<file path="src/rtl/temp_uart_if.sv">
// Sensor-side bundle for temp_uart_tx: update toggle and captured ASCII string in,
// serial line and status out.
interface temp_uart_if;
  logic             update_temp;
  logic [15:0][7:0] capt_temp;
  logic             uart_tx;
  logic             busy;
  logic             overrun;

  modport master (
    output update_temp, capt_temp,
    input  uart_tx, busy, overrun
  );

  modport slave (
    input  update_temp, capt_temp,
    output uart_tx, busy, overrun
  );
endinterface

</file>
<file path="src/rtl/temp_uart_tx.sv">
// Captures a 16-character temperature string on each update_temp toggle and sends it as 8N1.
// Optional macro TEMP_UART_CRLF_EN appends CR LF after every string (18 frames instead of 16).
module temp_uart_tx #(
  parameter int CLK_PER  = 10,
  parameter int BAUD     = 115200,
  parameter int BIT_CLKS = (1_000_000_000 + CLK_PER*BAUD/2) / (CLK_PER*BAUD)
) (
  input  logic        clk,
  input  logic        rst_n,
  temp_uart_if.slave  bus
);

  localparam int              TMR_W    = (BIT_CLKS > 1) ? $clog2(BIT_CLKS) : 1;
  localparam logic [TMR_W-1:0] TMR_LAST = TMR_W'(BIT_CLKS - 1);
`ifdef TEMP_UART_CRLF_EN
  localparam logic [4:0]      CHAR_LAST = 5'd17;
`else
  localparam logic [4:0]      CHAR_LAST = 5'd15;
`endif

  typedef enum logic [1:0] {IDLE, START, DATA, STOP} state_e;

  state_e           state_q,    state_d;
  logic [TMR_W-1:0] timer_q,    timer_d;
  logic [2:0]       bit_idx_q,  bit_idx_d;
  logic [4:0]       char_idx_q, char_idx_d;
  logic             tx_q,       tx_d;
  logic             pending_q,  pending_d;
  logic             overrun_q,  overrun_d;
  logic             prev_upd_q, prev_upd_d;
  logic             armed_q,    armed_d;
  logic [15:0][7:0] shift_buf_q;
  logic [15:0][7:0] pend_buf_q;

  logic       upd_evt;
  logic       bit_tc;
  logic       last_char;
  logic       start_string;
  logic       pend_take;
  logic       load_shift;
  logic       load_from_pend;
  logic       load_pend;
  logic [7:0] cur_byte;

  // The first clock after reset only samples update_temp, so an unknown source cannot fire.
  assign upd_evt   = armed_q & (bus.update_temp != prev_upd_q);
  assign bit_tc    = (timer_q == TMR_LAST);
  assign last_char = (char_idx_q == CHAR_LAST);

  // Character 0 is the most significant byte of the captured string.
  always_comb begin
    cur_byte = shift_buf_q[4'(5'd15 - char_idx_q)];
`ifdef TEMP_UART_CRLF_EN
    if (char_idx_q == 5'd16)      cur_byte = 8'h0D;
    else if (char_idx_q == 5'd17) cur_byte = 8'h0A;
`endif
  end

  // NOTE: every always_comb output gets a default first; a path that leaves one unassigned infers a latch.
  always_comb begin
    state_d        = state_q;
    timer_d        = timer_q;
    bit_idx_d      = bit_idx_q;
    char_idx_d     = char_idx_q;
    tx_d           = tx_q;
    pending_d      = pending_q;
    overrun_d      = 1'b0;
    prev_upd_d     = bus.update_temp;
    armed_d        = 1'b1;
    start_string   = 1'b0;
    pend_take      = 1'b0;
    load_shift     = 1'b0;
    load_from_pend = 1'b0;
    load_pend      = 1'b0;

    unique case (state_q)
      IDLE: begin
        if (pending_q) begin
          start_string = 1'b1;
          pend_take    = 1'b1;
        end else if (upd_evt) begin
          start_string = 1'b1;
        end
      end
      START: begin
        if (bit_tc) begin
          timer_d   = '0;
          bit_idx_d = 3'd0;
          tx_d      = cur_byte[0];
          state_d   = DATA;
        end else begin
          timer_d = timer_q + 1'b1;
        end
      end
      DATA: begin
        if (bit_tc) begin
          timer_d = '0;
          if (bit_idx_q == 3'd7) begin
            tx_d    = 1'b1;
            state_d = STOP;
          end else begin
            bit_idx_d = bit_idx_q + 3'd1;
            tx_d      = cur_byte[bit_idx_q + 3'd1];
          end
        end else begin
          timer_d = timer_q + 1'b1;
        end
      end
      STOP: begin
        if (bit_tc) begin
          timer_d = '0;
          if (!last_char) begin
            char_idx_d = char_idx_q + 5'd1;
            tx_d       = 1'b0;
            state_d    = START;
          end else if (pending_q) begin
            start_string = 1'b1;
            pend_take    = 1'b1;
          end else begin
            tx_d    = 1'b1;
            state_d = IDLE;
          end
        end else begin
          timer_d = timer_q + 1'b1;
        end
      end
      default: state_d = IDLE;
    endcase

    // Back-to-back strings: the start bit follows the previous stop bit with no idle gap.
    if (start_string) begin
      state_d        = START;
      timer_d        = '0;
      char_idx_d     = 5'd0;
      tx_d           = 1'b0;
      load_shift     = 1'b1;
      load_from_pend = pend_take;
    end

    // An update that cannot start a string right now parks in the pending slot; newest wins.
    if (upd_evt && (state_q != IDLE || pending_q)) begin
      load_pend = 1'b1;
      pending_d = 1'b1;
      overrun_d = pending_q & ~pend_take;
    end else if (pend_take) begin
      pending_d = 1'b0;
    end
  end

  always_ff @(posedge clk or negedge rst_n) begin
    if (!rst_n) begin
      state_q    <= IDLE;
      timer_q    <= '0;
      bit_idx_q  <= 3'd0;
      char_idx_q <= 5'd0;
      tx_q       <= 1'b1;
      pending_q  <= 1'b0;
      overrun_q  <= 1'b0;
      prev_upd_q <= 1'b0;
      armed_q    <= 1'b0;
    end else begin
      state_q    <= state_d;
      timer_q    <= timer_d;
      bit_idx_q  <= bit_idx_d;
      char_idx_q <= char_idx_d;
      tx_q       <= tx_d;
      pending_q  <= pending_d;
      overrun_q  <= overrun_d;
      prev_upd_q <= prev_upd_d;
      armed_q    <= armed_d;
    end
  end

  // NOTE: the string buffers carry no reset; they are only read after a load qualified by reset-cleared state.
  always_ff @(posedge clk) begin
    if (load_shift) shift_buf_q <= load_from_pend ? pend_buf_q : bus.capt_temp;
    if (load_pend)  pend_buf_q  <= bus.capt_temp;
  end

  assign bus.uart_tx = tx_q;
  assign bus.busy    = (state_q != IDLE);
  assign bus.overrun = overrun_q;

endmodule

</file>
<file path="src/flat_wrapper.sv">
// flat-port wrapper written by rule: the top's interface ports become plain ports
module temp_uart_tx_flat 
#(
  parameter int CLK_PER  = 10,
  parameter int BAUD     = 115200,
  parameter int BIT_CLKS = (1_000_000_000 + CLK_PER*BAUD/2) / (CLK_PER*BAUD)
)
  (clk, rst_n, bus_update_temp, bus_capt_temp, bus_uart_tx, bus_busy, bus_overrun);
  temp_uart_if bus_i ();
  input  logic clk;
  input  logic rst_n;
  input wire logic [$bits(bus_i.update_temp)-1:0] bus_update_temp;
  input wire logic [$bits(bus_i.capt_temp)-1:0] bus_capt_temp;
  output wire logic [$bits(bus_i.uart_tx)-1:0] bus_uart_tx;
  output wire logic [$bits(bus_i.busy)-1:0] bus_busy;
  output wire logic [$bits(bus_i.overrun)-1:0] bus_overrun;
  assign bus_i.update_temp = bus_update_temp;
  assign bus_i.capt_temp = bus_capt_temp;
  assign bus_uart_tx = bus_i.uart_tx;
  assign bus_busy = bus_i.busy;
  assign bus_overrun = bus_i.overrun;
  temp_uart_tx #(.CLK_PER(CLK_PER), .BAUD(BAUD), .BIT_CLKS(BIT_CLKS)) u_core (.clk(clk), .rst_n(rst_n), .bus(bus_i));
endmodule
</file>
<file path="config.mk">
export PLATFORM = sky130hd
export DESIGN_NAME = temp_uart_tx_flat
export DESIGN_NICKNAME = d
export VERILOG_FILES = /design/src/rtl/temp_uart_if.sv /design/src/rtl/temp_uart_tx.sv /design/src/flat_wrapper.sv
export SDC_FILE = /design/constraint.sdc
export NUM_CORES = 1
export LEC_CHECK = 0
export BUFFER_PORTS_ARGS = -buffer_cell sky130_fd_sc_hd__buf_2
export CAP_MARGIN = 20
export CELL_PAD_IN_SITES_DETAIL_PLACEMENT = 0
export CELL_PAD_IN_SITES_GLOBAL_PLACEMENT = 1
export CORE_MARGIN = 8
export CORE_UTILIZATION = 35
export CTS_BUF_LIST = sky130_fd_sc_hd__clkbuf_2 sky130_fd_sc_hd__clkbuf_4 sky130_fd_sc_hd__clkbuf_8
export DETAILED_ROUTE_END_ITERATION = 16
export PLACE_DENSITY = 0.56
export SYNTH_ARGS = -nofsm -noshare
export SYNTH_HDL_FRONTEND = slang
export SYNTH_SLANG_ARGS = --single-unit
</file>
<file path="constraint.sdc">
create_clock -name clk -period 9.5 [get_ports clk]
set_input_delay 1.9 -clock clk [delete_from_list [all_inputs] [get_ports clk]]
set_output_delay 1.9 -clock clk [all_outputs]
set_load 0.005 [all_outputs]
</file>
Yosys cells after proc, flatten, opt, wreduce, memory -nomap -nowiden
Index checks and enable logic that the tools add are counted.
Cells by class
  mux-type cells: 45
  reduce and logical (&&, ||, !) cells: 15
  equal/unequal tests: 16
  bitwise operators: 3
  magnitude comparators: 2
  add/sub/neg operators: 4
Operators with widths (number)
  128-bit 2-to-1 mux: 1
  8-bit binary-select mux with 4-bit select: 1
  10-bit 2-to-1 mux: 3
  5-bit 2-to-1 mux: 4
  1-bit 2-to-1 mux: 19
  2-bit 2-to-1 mux: 7
  3-bit by 1-bit inequality test with 1-bit output, second input constant: 4
  2-bit nonzero test: 6
  10-bit by 1-bit adder with 10-bit output, second input constant: 1
  10-bit equality test, second input constant: 1
  3-bit 2-to-1 mux: 3
  8-bit 2-to-1 mux: 1
  2-bit one-hot mux with 3 select lines: 1
  3-bit one-hot mux with 2 select lines: 1
  6-bit AND reduction: 1
  5-bit by 1-bit adder with 5-bit output, second input constant: 1
  5-bit by 4-bit equality test with 1-bit output, second input constant: 1
  4-bit by 5-bit less-than comparator with 1-bit output, second input constant: 1
  5-bit AND reduction: 1
  2-bit equality test, second input constant: 2
  3-bit by 4-bit less-than comparator with 1-bit output, second input constant: 1
  2-bit by 1-bit inequality test with 1-bit output, second input constant: 2
  2-bit inequality test, second input constant: 2
  4-bit inequality test, second input constant: 1
  other kinds (17): 19
Word-level totals
  register bits after elaboration: 281
  bits of input ports: 131
  word-level logic and storage cells: 126
  output and inout bits: 3

Longest topological paths before layout
Gate-level depths: netlist (run 1).
  word-level depth: 9
  depth in mapped cells: 11
  gate-level depth less buffers: 9

Worst setup path after synthesis (run 1)
OpenSTA, ideal clock, no wires.
  path kind: input port to flip-flop
  start point: input port bus_update_temp
  end point: register u_core.pend_buf_q[0] (netlist name), enable pin
  setup time: 0.658 ns
  slack: 0.473 ns
  cell stages on the path: 3
  arrival: 8.370 ns
  cell sequence: xor2_1 nand2_1 a21oi_1
Between the ends
  cells in the longest elaborated chain, start to end: 4
Ends and longest elaborated chain
  from (decl): line flat_wrapper.sv:12  | input wire logic [$bits(bus_i.update_temp)-1:0] bus_update_temp;
  1-bit inequality test: line temp_uart_tx.sv:46  | assign upd_evt = armed_q & (bus.update_temp != prev_upd_q);
  1-bit AND: line temp_uart_tx.sv:46
  1-bit logical AND: line temp_uart_tx.sv:141  | if (upd_evt && (state_q != IDLE || pending_q)) begin
  1-bit 2-to-1 mux: line temp_uart_tx.sv:141
  net u_core.load_pend: line temp_uart_tx.sv:42  | logic load_pend;
  to (signal assigned): line temp_uart_tx.sv:177  | if (load_pend) pend_buf_q <= bus.capt_temp;
  to (decl): line temp_uart_tx.sv:33  | logic [15:0][7:0] pend_buf_q;
The timed path passes the listed nets, and every way through them passes these cells.
A chain may end at the register's enable or synchronous reset.

Worst setup path in the final report (run 1)
  start point: register u_core.state_q[1]
  end point: output port bus_busy
Between the ends
  cells in the longest elaborated chain, start to end: 1
Ends and longest elaborated chain
  from (decl): line temp_uart_tx.sv:23  | state_e state_q, state_d;
  from (signal assigned): line temp_uart_tx.sv:162  | state_q <= state_d;
  2-bit nonzero test: line temp_uart_tx.sv:181  | assign bus.busy = (state_q != IDLE);
  to (decl): line flat_wrapper.sv:15  | output wire logic [$bits(bus_i.busy)-1:0] bus_busy;
No other way between the ends.

==> results.json, run 1 <==
{
  "cp-start-kind": "flop",
  "crit_cells": 4,
  "dpl_worst_slack_ns": 5.19,
  "synthAdderAreaFrac": 0.0127,
  "grt_pass1_vias": 7044,
  "cp.required_ns": 7.60,
  "cts_resized": 0,
  "fp.dieW_um": 200,
  "synthArstFlopShare": 0.0890,
  "cp-end-kind": "output port",
  "synthCells": 661,
  "worst-path-buf-inv": 3,
  "drt_pre_antenna_iters": 4,
  "slew_violations": 0,
  "syn_avg_cell_area_um2": 17.9,
  "cts_buffers": 50,
  "syn_to_final_growth_pct": 17.8,
  "cts_max_path_buffers": 3,
  "drtAntennaViolNets": 0,
  "crit_chain": "inv_1 -> ha_1 -> clkinv_1 -> buf_2",
  "gr-usage-all-layers": 0.133,
  "power_density_nw_per_um2": 183,
  "clockRootBuffer": "clkbuf_8",
  "synth_top_area_frac": 0.649,
  "critPathLaunch": "u_core.state_q[1]",
  "crit_fanout": 12,
  "drtIter0Drc": 363,
  "grt_antenna_before_repair": 1,
  "seq_area_frac_synth": 0.701,
  "synth_largest_area_cell": "edfxtp_1",
  "yosys_most_used_dff": "edfxtp_1",
  "dpl_cell_area_um2": 13000,
  "netlist_top_cells_area": "edfxtp_1 65%, mux2_2 12%, dfrtp_1 5.1%",
  "leakage_uw": 0.00493,
  "finalWirelength_mm": 26.3,
  "synthMuxAreaShare": 0.191,
  "worst_slack_ns": 5.22,
  "clkTransAtPathRegs_ns": 0.06,
  "hold_class": "reg2reg",
  "via_per_inst": 4.88,
  "synth_top_family_by_area": "multiplexers",
  "hold_viol_final": 0,
  "hp-start": "u_core.pend_buf_q[6]",
  "vias": 6367,
  "fp-row-count": 67,
  "crit_type": "reg2out",
  "critPathSlowestCell": "clkinv_1",
  "maxCapViolCount": 0,
  "final_cell_mix": "256 x edfxtp_1, 133 x buf_2, 129 x mux2_2",
  "grt_max_degree": 87,
  "fin_crit_ns": 4.28,
  "outcome": "completed",
  "cts_tree": "yes",
  "die_h_um": 200,
  "avgRoutedWirePerCell_um": 20.2,
  "drcViolationCount": 0,
  "ys_types": 53,
  "setup-tns-final_ns": 0,
  "fp.coreArea_um2": 33400,
  "die-area_um2": 40000,
  "hpwl_mm": 16.6,
  "critPathTopFamily": "buffers and inverters",
  "overflow": 0,
  "fin_skew_ns": 0.0199,
  "grt_pass1_wl_mm": 41.0,
  "fillCellCount": 3037,
  "num_io_pins": 134,
  "htree_num_levels": 2,
  "initial_core_util": 0.354,
  "worst_path_largest_cell_delay_ns": 0.49,
  "clock_sink_count": 281,
  "synth_seq_cells": 281,
  "hold_buffers": 0,
  "synth_nets": 804,
  "fin_crit_sh": 0.451,
  "fin_util": 0.417,
  "io_buffers": 133,
  "clkLatencyLatePin_ns": 0.56,
  "nets": 962,
  "yosys.area_share.xor_xnor": 0.00591,
  "slew-limit-headroom": 0.311,
  "setup_viol": 0,
  "r2r-start": "u_core.char_idx_q[0]",
  "rsz0062_at_grt": "false",
  "critPathArrivalTime_ns": 2.38,
  "syn-cell-area_um2": 11900,
  "drive_gt1_frac": 0.443,
  "min_path_cells": 1,
  "gp_congestion": 0.738,
  "ir_worst_vdd_v": 0.000130,
  "synth-edff-count": 256,
  "postLayoutCellArea_um2": 14000,
  "yosys.area_share.simple": 0.0357,
  "final_common_cell": "edfxtp_1",
  "post_cts_buffers": 0,
  "yosys_warnings": 0,
  "max_freq_mhz": 234,
  "reg2reg_depth": 9,
  "worstMarginPinSlew_ns": 1.03,
  "synth_compound_area_frac": 0.0338
}
==> power by group <==
group | switching, uW | internal, uW | total [uW]
logic | 46.8 | 40.4 | 87.2
registers | 7.07 | 1390 | 1400
clock network | 493 | 585 | 1080
==> synthesized netlist by cell type, types with 4 or more instances <==
cell / count
inv_1: 7
buf_2: 18
nor3_1: 9
a21oi_1: 11
ha_1: 12
o21ai_0: 12
o22ai_1: 5
clkbuf_1: 13
mux4_2: 20
mux2i_1: 18
nor2_1: 18
nand2_1: 21
nand3_1: 5
and3_1: 5
a31oi_1: 4
xor2_1: 6
nor2b_1: 8
dfrtp_1: 24
mux2_2: 129
mux4_1: 7
edfxtp_1: 256
nand2b_1: 5
==> stage by stage <==
step / hold WS [ns] / total power, uW / cells
after floorplan: 0.476 / 1460 / 661
after global placement: 0.493 / 1510 / 1214
after detailed placement: 0.532 / 1510 / 1214
after CTS: 0.544 / 2610 / 1304
after global routing: 0.552 / 2660 / 1306
final: 0.543 / 2560 / 1306
==> path summary, 6_finish.rpt <==
check	slack (ns)	to
max in group asynchronous	7.71	u_core.char_idx_q[0]
worst max-delay path	5.22	bus_busy
worst max register to register	5.35	u_core.shift_buf_q[19]
worst min register to register	0.54	u_core.shift_buf_q[6]
min in group asynchronous	1.34	u_core.timer_q[8]
worst min-delay path	0.54	u_core.shift_buf_q[6]
==> metal layers <==
metal / vias to the layer above / global-route usage / routed length [um]
met5: - / 0 / 0
met4: 0 / 0.0466 / 656
met3: 58 / 0.0295 / 1290
met2: 150 / 0.220 / 13000
met1: 3214 / 0.171 / 11400
li1: 2945 / - / -
==> worst reg2reg max path: stages (launching register included) <==
cell	delay [ns]
dfrtp_2	0.39
buf_4	0.38
ha_1	0.36
and3_1	0.19
ha_1	0.21
and2_1	0.16
nand4_1	0.17
a21o_4	0.59
buf_4	0.96
mux2_2	0.49
==> registers in the layout, summed over array words and instances (netlist names) <==
register and count:
u_core.state_q 2, u_core.pend_buf_q 128, u_core.timer_q 10, u_core.bit_idx_q 3, u_core.prev_upd_q 1, u_core.shift_buf_q 128
u_core.bus.overrun 1, u_core.pending_q 1, u_core.armed_q 1, u_core.bus.uart_tx 1, u_core.char_idx_q 5
==> cells by family after synthesis <==
logic type / after synthesis
DFF: 281
other: 1
buffers and inverters: 44
adders and majority gates: 12
muxes: 174
xor gates and xnor gates: 8
and+or+nand+nor: 83
AOI/OAI and AO/OA: 58
==> area by class of cell <==
| class | instances | area (um2) | share of cell area |
|---|---|---|---|
| timing repair buffer | 142 | 753 | 0.0539 |
| antenna | 1 | 2.50 | 0.000179 |
| tap | 448 | 561 | 0.0401 |
| multi-input combinational | 336 | 3350 | 0.240 |
| clock inverter | 23 | 134 | 0.00959 |
| clock buffer | 67 | 816 | 0.0584 |
| inverter | 8 | 30.0 | 0.00215 |
| sequential | 281 | 8320 | 0.596 |
No activity file was read; power rests on OpenSTA's default activity.
==> inputs of run 2 (changes only) <==
Settings changed: PLACE_DENSITY 0.56 to 0.58.
Clock period 9.5 ns to 3.5 ns, I/O delays scaled along.
==> results.json, run 2 (synthesized netlist as in run 1, its figures left out) <==
{
  "outcome": "completed",
  "rsz0062_at_grt": "false",
  "initial_core_util": 0.354,
  "fin_crit_ns": 2.72,
  "fillCellCount": 3001,
  "hold_class": "in2async",
  "vias": 6437,
  "avgRoutedWirePerCell_um": 20.7,
  "rrSetupSlack_ns": 0.78,
  "clkLatencyLatePin_ns": 0.57,
  "critPathArrivalTime_ns": 3.03,
  "hold_viol_final": 0,
  "nets": 962,
  "p_total_uw": 7490,
  "setup_viol": 0,
  "fin_skew_ns": 0.0233,
  "p_switching_uw": 1510,
  "fin_crit_sh": 0.778,
  "clock_sink_count": 281,
  "setup-tns-final_ns": 0,
  "worstMarginPinSlew_ns": 0.817,
  "internal_power_uw": 5980,
  "drcViolationCount": 0,
  "slew_violations": 0,
  "diodes": 0,
  "cp-start-kind": "flop",
  "max_freq_mhz": 367,
  "crit_fanout": 45,
  "htree_num_levels": 2,
  "ir_worst_vdd_v": 0.000338,
  "leakage_uw": 0.00504,
  "clock_power_share": 0.461,
  "drtIter0Drc": 333,
  "drive_gt1_frac": 0.448,
  "clkTransAtPathRegs_ns": 0.07,
  "drtAntennaViolNets": 0,
  "die-area_um2": 40000,
  "drt_pre_antenna_iters": 6,
  "crit_type": "reg2reg",
  "grt_pass1_wl_mm": 41.6,
  "swShare": 0.202,
  "final_common_cell": "edfxtp_1",
  "cts_tree": "yes",
  "overflow": 0,
  "regArea_um2": 8320,
  "pwr-share-seq": 0.506,
  "power_density_nw_per_um2": 527,
  "biggestRegsByFlops": "u_core.pend_buf_q: 128 flops, u_core.shift_buf_q: 128 flops, u_core.timer_q: 10 flops",
  "fp.coreArea_um2": 33400,
  "fp-row-count": 67,
  "io_buffers": 133,
  "final_cell_mix": "256 x edfxtp_1, 133 x buf_2, 129 x mux2_2",
  "combinationalPowerShare": 0.033,
  "via_per_inst": 4.93,
  "hpwl_mm": 17.6,
  "grt_antenna_before_repair": 0,
  "num_io_pins": 134,
  "finalWirelength_mm": 27.1,
  "grt_pass1_vias": 7129,
  "clockRootBuffer": "clkbuf_8",
  "syn_to_final_growth_pct": 20.0,
  "hold_buffers": 0,
  "fin_util": 0.425,
  "cts_max_path_buffers": 3,
  "cp-end-kind": "flop",
  "cts_buffers": 47,
  "slew-limit-headroom": 0.455,
  "maxCapViolCount": 0,
  "gp_congestion": 0.747,
  "cp.required_ns": 3.81,
  "fp.dieW_um": 200,
  "post_cts_buffers": 0,
  "multi_input_area_um2": 3360,
  "gr-usage-all-layers": 0.135,
  "die_h_um": 200,
  "grt_max_degree": 86,
  "cts_resized": 0
}
run 2: changes by cell type in the layout (fill, tap and decap cells not counted), sizes merged:
cell	change
bufinv	+9
clkinvlp	-1
diode	-1
clkbuf	-13
buf	+3
clkinv	+2
inv	+1
run 2: final cells by class:
type | instances | area share
Sequential cell | 281 | 0.585
Clock buffer | 54 | 0.0492
Tap cell | 448 | 0.0394
Timing Repair Buffer | 145 | 0.0584
Clock inverter | 34 | 0.0296
Multi-Input combinational cell | 336 | 0.236
Inverter | 8 | 0.00211
run 2: per-layer routing:
metal  wire (um)  track usage
met5           0            0
met4         578       0.0466
met3        1050       0.0258
met2       13500        0.226
met1       11900        0.174
run 2: path summary, 6_finish.rpt:
check | startpoint | endpoint | depth (start not counted)
min | rst_n | u_core.bit_idx_q[1] | 1
min reg2reg | u_core.timer_q[9] | u_core.timer_q[9] | 2
max | u_core.char_idx_q[0] | u_core.shift_buf_q[56] | 8
max in group asynchronous | rst_n | u_core.char_idx_q[1] | 1
max reg2reg | u_core.char_idx_q[0] | u_core.shift_buf_q[56] | 8
min in group clk | bus_update_temp | u_core.prev_upd_q | 1
run 2: metrics by stage:
step	std cells	cell area [um2]	setup WS [ns]	hold slack, ns
4_1_cts	1306	14200	0.749	0.120
5_1_grt	1306	14200	0.465	0.157
6_report	1306	14200	0.777	0.148
3_5_place_dp	1218	13100	0.771	0.532
2_1_floorplan	661	11900	0.0185	0.404
3_3_place_gp	1218	13100	0.787	0.493
run 2: power groups by stage:
stage               registers, uW  logic, uW  clock network (uW)
finish                       3790        248                3450
global route                 3800        273                3690
CTS                          3790        256                3560
detailed placement           3860        253                   0
global placement             3860        243                   0
floorplan                    3860       99.4                   0
run 2: critical path, stage by stage (launching register included):
cell and delay, ns:
dfrtp_2 0.43, ha_1 0.22, and3_1 0.18, ha_1 0.22
and2_1 0.16, nand4_1 0.17, a21o_4 0.17, buf_4 0.48
mux2_2 0.41
==> inputs of run 3 (changes only) <==
Clock period 3.5 ns to 2.3 ns, I/O delays scaled along.
==> results.json, run 3 (synthesized netlist as in run 1, its figures left out) <==
{
  "nets": 1031,
  "postLayoutCellArea_um2": 15300,
  "r2r_end": "u_core.shift_buf_q[27]",
  "num_io_pins": 134,
  "critPathLaunch": "u_core.char_idx_q[0]",
  "leakage_uw": 0.00567,
  "initial_core_util": 0.354,
  "rrSetupSlack_ns": -0.08,
  "dpl_worst_slack_ns": -0.0882,
  "hold_viol_final": 0,
  "internal_power_uw": 8300,
  "fin_crit_sh": 1.04,
  "biggestRegsByFlops": "u_core.pend_buf_q: 128 flops, u_core.shift_buf_q: 128 flops, u_core.timer_q: 10 flops",
  "maxCapViolCount": 0,
  "critPathArrivalTime_ns": 2.67,
  "p_switching_uw": 2220,
  "drt_pre_antenna_iters": 6,
  "fp.coreArea_um2": 33400,
  "finalWirelength_mm": 30.2,
  "rsz0062_at_grt": "true",
  "die_h_um": 200,
  "drive_gt1_frac": 0.520,
  "die-area_um2": 40000,
  "drtAntennaViolNets": 0,
  "path_common_cell": "ha_4",
  "crit_fanout": 9,
  "setup_viol": 124,
  "pwr-share-seq": 0.548,
  "worst-path-buf-inv": 2,
  "cp-end-kind": "flop",
  "clock_power_share": 0.414,
  "hold_class": "in2reg",
  "outcome": "complete, but fails checks",
  "fin_crit_ns": 2.38,
  "final_common_cell": "edfxtp_1",
  "crit_type": "reg2reg",
  "gp_congestion": 0.813,
  "grt_antenna_before_repair": 0,
  "clkTransAtPathRegs_ns": 0.06,
  "worst_path_largest_cell_delay_ns": 0.44,
  "slew-limit-headroom": 0.587,
  "worstMarginPinSlew_ns": 0.620,
  "ir_worst_vdd_v": 0.000393,
  "avgRoutedWirePerCell_um": 22.0,
  "drtIter0Drc": 339,
  "reg2reg_depth": 9,
  "grt_pass1_wl_mm": 42.7,
  "grt_max_degree": 65,
  "hold_ws_ns": 0.0586,
  "drcViolationCount": 0,
  "clock_sink_count": 281,
  "final_cell_mix": "256 x edfxtp_1, 133 x buf_2, 99 x mux2_2",
  "overflow": 0,
  "violations": "setup timing",
  "critPathSlowestCell": "dfrtp_2",
  "cp.required_ns": 2.59,
  "cts_tree": "yes",
  "clockRootBuffer": "clkbuf_8",
  "crit_chain": "ha_4 -> and3_4 -> ha_4 -> and2_4 -> nand4_1 -> a21o_4 -> buf_12 -> buf_16 -> mux2_2",
  "fp-row-count": 67,
  "critPathTopFamily": "simple AND/OR/NAND/NOR gates",
  "htree_num_levels": 2,
  "swShare": 0.211,
  "cts_buffers": 48,
  "combinationalPowerShare": 0.037,
  "fp.dieW_um": 200,
  "via_per_inst": 4.89,
  "r2r-start": "u_core.char_idx_q[0]",
  "diodes": 0,
  "slew_violations": 0,
  "worst_slack_ns": -0.0813,
  "cp-start-kind": "flop",
  "max_freq_mhz": 420,
  "crit_cells": 9,
  "grt_pass1_vias": 7320,
  "fin_skew_ns": 0.0283,
  "cp-endpoint": "u_core.shift_buf_q[27]",
  "power_density_nw_per_um2": 688,
  "gr-usage-all-layers": 0.139,
  "clkLatencyLatePin_ns": 0.56,
  "io_buffers": 133,
  "dpl_cell_area_um2": 13400,
  "cts_max_path_buffers": 3,
  "hpwl_mm": 18.8,
  "syn_to_final_growth_pct": 29.0,
  "vias": 6719
}
==> run 3: changes by cell type in the layout (fill, tap and decap cells not counted), sizes merged <==
cell	before	now
bufinv	10	1
clkinv	22	19
a21o	2	3
buf	145	201
inv	9	8
clkbuf	54	75
clkinvlp	1	2
dlygate4sd3	0	1
==> run 3: area by class of cell <==
class                      instances  area [um2]
tap                              448         561
clock buffer                      65         801
timing repair buffer             212        1810
multi-input combinational        337        3650
clock inverter                    22         126
sequential                       281        8320
inverter                           8        33.8
fill                            2915       18200
==> run 3: power by group through the flow <==
| stage | Combinational (uW) | Clock, uW | Sequential, uW |
|---|---|---|---|
| 2_1_floorplan | 150 | 0 | 5870 |
| 3_3_place_gp | 366 | 0 | 5870 |
| 3_5_place_dp | 384 | 0 | 5870 |
| 4_1_cts | 389 | 4530 | 5770 |
| 5_1_grt | 433 | 4760 | 5780 |
| 6_report | 393 | 4360 | 5770 |
==> run 3: stage by stage <==
stage | util | setup TNS [ns] | std cells | power (uW)
3_5_place_dp | 0.401 | -6.89 | 1249 | 6260
3_3_place_gp | 0.401 | -2.15 | 1249 | 6230
2_1_floorplan | - | -135.51 | 661 | 6020
5_1_grt | 0.457 | -14.50 | 1373 | 11000
6_report | 0.457 | -4.73 | 1373 | 10500
4_1_cts | 0.435 | -4.51 | 1344 | 10700
==> run 3: worst min-delay path by stage <==
stage	start	endpoint	depth (start not counted)
final	bus_update_temp	u_core.prev_upd_q	1
after global routing	bus_update_temp	u_core.prev_upd_q	1
after CTS	bus_update_temp	u_core.prev_upd_q	1
after detailed placement	rst_n	u_core.bus.overrun	1
after global placement	rst_n	u_core.prev_upd_q	1
after floorplan	rst_n	u_core.armed_q	0
==> run 3: per-layer routing <==
metal  GRT usage  wire [um]
met1       0.183      13600
met2       0.227      14800
met3      0.0278       1160
met4      0.0463        616
met5           0          0
==> run 3: what timing repair did <==
action / 4_1_cts / 5_1_grt
hold endpoints to repair: 24 / 0
pin swaps: 12 / 12
hold buffers: 1 / 0
setup buffers: 6 / 12
resized for setup: 27 / 72
cloned: 2 / 19
setup endpoints to repair: 122 / 261
